<file path="src/rtl/creek_trace_reader.sv">
// Creek core trace capture: dedups (state, pc, instr) tuples into a FIFO
// that the HPS drains over an Avalon-MM slave with read latency 1.
module creek_trace_reader #(
  parameter int DEPTH_LOG2 = 6
) (
  input  logic        clk,
  input  logic        reset_n,
  input  logic [15:0] instr,
  input  logic [9:0]  pc,
  input  logic [4:0]  state,
  input  logic [1:0]  avs_address,
  input  logic        avs_read,
  input  logic        avs_write,
  input  logic [31:0] avs_writedata,
  output logic [31:0] avs_readdata
);

  localparam int DEPTH = 1 << DEPTH_LOG2;
  localparam int CW = DEPTH_LOG2 + 1;

  logic [4:0]            smp_state;
  logic [9:0]            smp_pc;
  logic [15:0]           smp_instr;
  logic                  smp_armed;
  logic [30:0]           prev_tuple;
  logic                  prev_valid;
  logic                  armed;
  logic                  overflow;
  logic [15:0]           drops;
  logic [DEPTH_LOG2-1:0] wr_ptr;
  logic [DEPTH_LOG2-1:0] rd_ptr;
  logic [CW-1:0]         count;
  logic [31:0]           mem [DEPTH];

  logic [30:0] tuple;
  logic        empty;
  logic        full;
  logic        pop;
  logic        wr_ctrl;
  logic        clr;
  logic        arm_rise;
  logic        capture;
  logic        push;
  logic        drop;
  logic        unused_wdata;

  assign tuple    = {smp_state, smp_pc, smp_instr};
  assign empty    = (count == '0);
  assign full     = (count == CW'(DEPTH));
  assign pop      = avs_read && (avs_address == 2'd1) && !empty;
  assign wr_ctrl  = avs_write && (avs_address == 2'd0);
  assign clr      = wr_ctrl && avs_writedata[1];
  assign arm_rise = wr_ctrl && avs_writedata[0] && !armed;
  // smp_armed gates out the sample taken on the same edge as the arm write
  assign capture  = armed && smp_armed &&
                    (!prev_valid || (tuple != prev_tuple));
  assign push     = capture && (!full || pop);
  assign drop     = capture && full && !pop;
  assign unused_wdata = ^avs_writedata[31:2];

  always_ff @(posedge clk) begin
    if (!reset_n) begin
      smp_state  <= '0;
      smp_pc     <= '0;
      smp_instr  <= '0;
      smp_armed  <= 1'b0;
      prev_tuple <= '0;
      prev_valid <= 1'b0;
      armed      <= 1'b0;
      overflow   <= 1'b0;
      drops      <= '0;
      wr_ptr     <= '0;
      rd_ptr     <= '0;
      count      <= '0;
    end else begin
      smp_state <= state;
      smp_pc    <= pc;
      smp_instr <= instr;
      smp_armed <= armed;
      if (wr_ctrl)
        armed <= avs_writedata[0];
      if (clr) begin
        wr_ptr     <= '0;
        rd_ptr     <= '0;
        count      <= '0;
        overflow   <= 1'b0;
        drops      <= '0;
        prev_valid <= 1'b0;
      end else begin
        if (arm_rise)
          prev_valid <= 1'b0;
        else if (capture) begin
          prev_tuple <= tuple;
          prev_valid <= 1'b1;
        end
        if (push)
          wr_ptr <= wr_ptr + 1'b1;
        if (pop)
          rd_ptr <= rd_ptr + 1'b1;
        count <= count + CW'(push) - CW'(pop);
        if (drop) begin
          overflow <= 1'b1;
          if (drops != 16'hFFFF)
            drops <= drops + 16'd1;
        end
      end
    end
  end

  always_ff @(posedge clk) begin
    if (reset_n && push && !clr)
      mem[wr_ptr] <= {1'b1, tuple};
  end

  always_ff @(posedge clk) begin
    if (!reset_n)
      avs_readdata <= '0;
    else if (avs_read) begin
      case (avs_address)
        2'd0: avs_readdata <= {{(16-CW){1'b0}}, count,
                               13'd0, overflow, armed, empty};
        2'd1: avs_readdata <= empty ? 32'd0 : mem[rd_ptr];
        2'd2: avs_readdata <= {16'd0, drops};
        2'd3: avs_readdata <= 32'd0;
      endcase
    end
  end

endmodule

</file>
<file path="config.mk">
export PLATFORM = sky130hd
export DESIGN_NAME = creek_trace_reader
export DESIGN_NICKNAME = d
export VERILOG_FILES = /design/src/rtl/creek_trace_reader.sv
export SDC_FILE = /design/constraint.sdc
export NUM_CORES = 2
export LEC_CHECK = 0
export BUFFER_PORTS_ARGS = -buffer_cell sky130_fd_sc_hd__clkbuf_2
export CAP_MARGIN = 25
export CORE_ASPECT_RATIO = 0.9
export CORE_UTILIZATION = 40
export DETAILED_ROUTE_END_ITERATION = 6
export PLACE_DENSITY = 0.59
export SLEW_MARGIN = 20
export SYNTH_ARGS = -nofsm -noshare
export SYNTH_HDL_FRONTEND = slang
export SYNTH_SLANG_ARGS = --single-unit
export TNS_END_PERCENT = 30
</file>
<file path="constraint.sdc">
create_clock -name clk -period 5.4 [get_ports clk]
set_clock_uncertainty 0.2 [all_clocks]
set_input_delay 0 -clock clk [delete_from_list [all_inputs] [get_ports clk]]
set_output_delay 0 -clock clk [all_outputs]
set_load 0.05 [all_outputs]
</file>
* Word-level counts from Yosys, hierarchy flattened
Memories as Yosys holds them, arrays and structs flattened. A register that Yosys moved wholly into a read port is not among the register bits.
Index checks and enable logic that the tools add are counted.
W data, S select, Z words.
** Word-level totals
- Logic and storage cells :: 61
- Flip-flop bits (word level) :: 133
- Memories :: 1
- Bits in writable memories :: 1984
- Output and inout port bits :: 32
- Bits of input ports :: 69
** Memories
- mem :: words 64, width 31, rd ports 1, clocked after memory_dff 1, wr ports 1, line 33 : logic [31:0] mem [DEPTH];
** Operators by class
- Reduce and logical (&&, ||, !) cells :: 27
- $add $sub $neg :: 5
- Bitwise gates (word level) :: 3
- Eq/ne operators :: 6
- Mux-type cells :: 6
** Operators with widths (count)
- $pmux W32 S4 :: 1
- $mux W32 :: 1
- $ne A31 B31 Y1 :: 1
- $add A16 B1 Y16 const B :: 1
- $ne A16 B16 Y1 const B :: 1
- $logic_and A1 B1 Y1 :: 13
- $add A6 B1 Y6 const B :: 2
- $mux W6 :: 2
- $add A7 B1 Y7 :: 1
- $eq A7 B7 Y1 const B :: 1
- $logic_not A7 Y1 :: 1
- $sub A7 B1 Y7 :: 1
- $logic_not A1 Y1 :: 6
- $eq A2 B2 Y1 const B :: 2
- $not A1 Y1 :: 3
- $reduce_and A3 Y1 :: 1
- $reduce_or A3 Y1 :: 1
- $eq A2 B1 Y1 const B :: 1
- $logic_not A2 Y1 :: 1
- $logic_or A1 B1 Y1 :: 2
- $mux W1 :: 2
- $reduce_and A2 Y1 :: 1
- $reduce_or A2 Y1 :: 1

* Logic depth before layout (Yosys ltp)
- Word-level depth :: 9
- Gate-level depth with buffers :: 16
- Depth with buffers taken out :: 15

* Least setup slack after synthesis
OpenSTA, ideal clock, no wires.
- Kind :: flip-flop to flip-flop
- Start :: register smp_instr[11]
- End :: memory mem[31][0] (netlist bit), enable pin
- Arrival :: 3.794 ns
- Setup slack :: 0.987 ns
- Library setup time :: 0.419 ns
- Clock period less this slack :: 4.413 ns
- Required time :: 4.781 ns
- Stages on the path, launching flop included :: 9
- Buffers on the path :: 1
- Cells stage by stage :: dfxtp_1 -> xor2_1 -> nor4_1 -> nand4_1 -> o211a_2 -> nand2_1 -> or4_1 -> buf_2 -> nor2_1
** On the way
- Word-level cells in the longest chain between the ends :: 8
** Ends and longest elaborated chain
- from (decl) :: line 23 : logic [15:0] smp_instr;
- from (signal assigned) :: line 78 : smp_instr <= instr;
- $ne A31 B31 Y1 :: line 56 : (!prev_valid || (tuple != prev_tuple));
- $logic_or A1 B1 Y1 :: line 56
- $logic_and A1 B1 Y1 :: line 55 : assign capture = armed && smp_armed &&
- $logic_and A1 B1 Y1 :: line 57 : assign push = capture && (!full || pop);
- $logic_and A1 B1 Y1 (2 in a row) :: line 111 : if (reset_n && push && !clr)
- $mux W1 :: line 111
- $mux W1 (implied by the code) :: line 112 : mem[wr_ptr] <= {1'b1, tuple};
- to (decl) :: line 33
Every way passes these cells.

* Worst setup path after layout
- Start :: register smp_instr[12]
- End :: memory mem[29][27] (netlist bit), enable pin
Same word-level chain as after synthesis.

==> impl_metrics.csv <==
group,metric,value,unit
critical_path,crit_arrival,4.37,ns
power,peakVddDrop,0.303,mV
grt,grt_pass1_vias,40300,
critical_path,end_kind,"flip-flop",
yosys,synth-main-ff-cell,"edfxtp_1",
yosys,ys_seq_elements,2123,
yosys,synth_top_family_by_area,"multiplexers",
cts,cts_tree,"yes",
route,viasPerCell,5.70,
job,maxCapViolations,0,
power,power.leakage,30.1,nW
yosys,yosysMostFrequentCell,"edfxtp_1",
place,dp_hpwl,124,mm
place,numPortBuffers,70,
cts,htree_levels,4,
cts,root_buffer,"clkbuf_16",
floorplanning,rows,156,
grt,grt_overflow,0,
yosys,synth.cell_area,80900,um2
hold_path,hp-start,"avs_address[0]",
hold_path,min_path_cells,4,
cts,numCtsBuffers,202,
power,switchingPower,7.16,mW
critical_path,rr_startpoint,"smp_instr[12]$_SDFF_PN0_",
floorplanning,fp.dieArea,204000,um2
grt,track_usage,20.3,%
sta,relSlewSlack,30.6,%
critical_path,rr_worst_depth,8,
yosys,synth_area_leader_cell,"edfxtp_1",
route,drt_wl_total,208,mm
cts,cts_repair_resize_count,0,
cts,cts.clk_slew.worst_paths,0.07,ns
route,vias,40000,
power,p_int,26.3,mW
grt,grt_pass1_wl,297,mm
route,drc_errors,0,
critical_path,crit_required,5.71,ns
sta,finalHoldViolCount,0,
critical_path,critPathMaxFanout,18,
cts,cts_max_path_buffers,3,
yosys,synth_edf_count,1984,
sta,fin_crit_sh,75.1,%
yosys,synthAdderAreaFrac,0.195,%
critical_path,startpoint,"smp_instr[12]$_SDFF_PN0_",
finish,utilization,46.5,%
sta,tightest_slew,1.04,ns
route,drt-wirelength-per-cell,29.6,um
finish,layout.nets,4238,
floorplanning,boundaryPins,101,
finish,fin_area,93400,um2
yosys,syn-num-nets,3889,
yosys,yosys-top-cells-area,"edfxtp_1 (74%), mux4_2 (14%), dfxtp_1 (3.4%), a22oi_1 (0.72%), mux2i_1 (0.62%)",
finish,drive_gt1_share,26.9,%
sta,fmax,0.247,GHz
yosys,synthXorXnorAreaFrac,0.584,%
floorplanning,start_util,40.3,%
critical_path,worstSetupStartpointType,"flip-flop",
yosys,syn_inst,3808,
power,p_seq_share,54.0,%
critical_path,path_class,"reg -> reg",
power,switching_share,21.4,%
sta,slew_violations,0,
floorplanning,core,201000,um2
yosys,synth_compound_area_share,3.23,%
sta,setup_viol_count_final,0,
power,powerDensity,358,nW/um2
yosys,yosysWarnings,0,
sta,period_needed,4.05,ns
sta,rsz0062_at_grt,"no",
floorplanning,die_x,476,um
yosys,synthSimpleGateAreaFrac,2.90,%
yosys,ys_seq_area_share,77.1,%
grt,antenna_found_initial,12,
outcome,status,"completed",
power,power_frac_comb,5.1,%
finish,n_fill_cell,16600,
power,clkPwrFrac,40.8,%
floorplanning,die_h,429,um
grt,grt_max_degree,67,
place,gp_congestion,0.827,
place,post_dp_cell_area,86100,um2
yosys,synthTopCellsByCount,"edfxtp_1 (1984), mux4_2 (502), dfxtp_1 (139), nor2_1 (119), nand2_1 (109)",
sta,fin_tns_setup,0,ns
yosys,syn_area_per_cell,21.3,um2
hold_path,worstHoldPathType,"in -> reg",
finish,syn2layout_area_growth,15.4,%
yosys,ys_types,69,
route,first_iter_violations,4629,
route,drt_pass1_iterations,5,
route,postRouteAntennaNets,0,
cts,worstSkewPairLatency,0.83,ns
cts,cts.sinks,2123,
yosys,yosys-mux-area-fraction,14.6,%
yosys,yosysTopAreaCellShare,73.6,%
yosys,synthArstFlopShare,0,%
## cells by family (layout without fill, tap and decap cells)
family                     after synthesis  after routing
AOI/OAI and AO/OA                      362            362
xor gates and xnor gates                54             54
adders and majority gates               12             12
buffers and inverters                  229            751
DFF                                   2123           2123
muxes                                  554            554
other                                    0              2
and+or+nand+nor                        474            474
## per-layer routing
layer  vias up  routed length (um)  GRT usage, %
met2      1529               97300          31.3
met4         6                4500          4.98
met1     21600               87700          28.7
li1      16700                   -             -
met3       276               18100          5.31
met5         -                  44             0
## worst paths after layout
kind	slack, ns	endpoint
setup / recovery	1.35	mem[29][27]$_DFFE_PP_
hold / removal	0.20	avs_readdata[0]$_SDFFE_PN0P_
setup reg to reg	1.35	mem[29][27]$_DFFE_PP_
hold reg to reg	0.25	avs_readdata[28]$_SDFFE_PN0P_
## power groups by stage
stage,Sequential [mW],Combinational (mW),Clock (mW)
final,18.1,1.72,13.7
after floorplan,18.6,1.03,0
after detailed placement,18.4,1.68,0
after global placement,18.4,1.66,0
after global routing,18.1,1.85,14.5
after CTS,18.1,1.74,13.9
## sequential cells by signal, indices dropped and copies added, names as in the netlist, named ones only
signal        flops
mem            1984
avs_readdata     32
prev_tuple       31
drops            16
smp_instr        16
smp_pc           10
count             7
rd_ptr            6
wr_ptr            6
smp_state         5
armed             1
overflow          1
prev_valid        1
smp_armed         1
## worst max-delay path, stage by stage, from the launching register on
cell	delay (ns)
dfxtp_2	0.36
xnor2_1	0.14
nand4_1	0.07
or4_1	0.28
o211a_2	0.50
nand2_1	0.19
or4_1	0.93
nor2_4	0.66
buf_4	0.38
## cells in the final DEF (no fill, tap or decap), types with 45 or more instances in the layout
cell	n
a22oi_1	78
buf_4	145
clkbuf_1	61
clkbuf_16	205
clkbuf_2	69
clkinv_1	45
dfxtp_1	103
dlygate4sd3_1	99
edfxtp_1	1984
mux2i_1	50
mux4_2	502
nand2_1	109
nand3_1	89
nor2_1	53
nor2_4	66
## layout make-up
cell class                      instances  area (um2)  share of cell area [%]
Tap cell                             2686        3360                    3.60
Antenna cell                            2        5.00                 0.00536
Timing Repair Buffer                  359        3330                    3.56
Multi-Input combinational cell       1456       17900                    19.2
Clock buffer                          273        5460                    5.84
Inverter                               15        56.3                  0.0603
Clock inverter                        104         847                   0.907
Sequential cell                      2123       62400                    66.8
## repair_timing
| item | in CTS | in global routing |
|---|---|---|
| setup buffers | 0 | 0 |
| hold endpoints to repair | 120 | 0 |
| setup endpoints to repair | 0 | 0 |
| hold buffers | 99 | 0 |
## through the flow
stage	setup WS, ns	power (mW)	hold WS [ns]	cells
after floorplan	0.987	19.6	-0.0727	3808
after global placement	1.36	20.1	0.0180	6538
after detailed placement	1.36	20.1	0.0171	6539
after CTS	1.30	33.7	0.126	7015
after global routing	1.13	34.5	0.182	7017
final	1.35	33.5	0.196	7018
No activity file was read; power rests on OpenSTA's default activity.
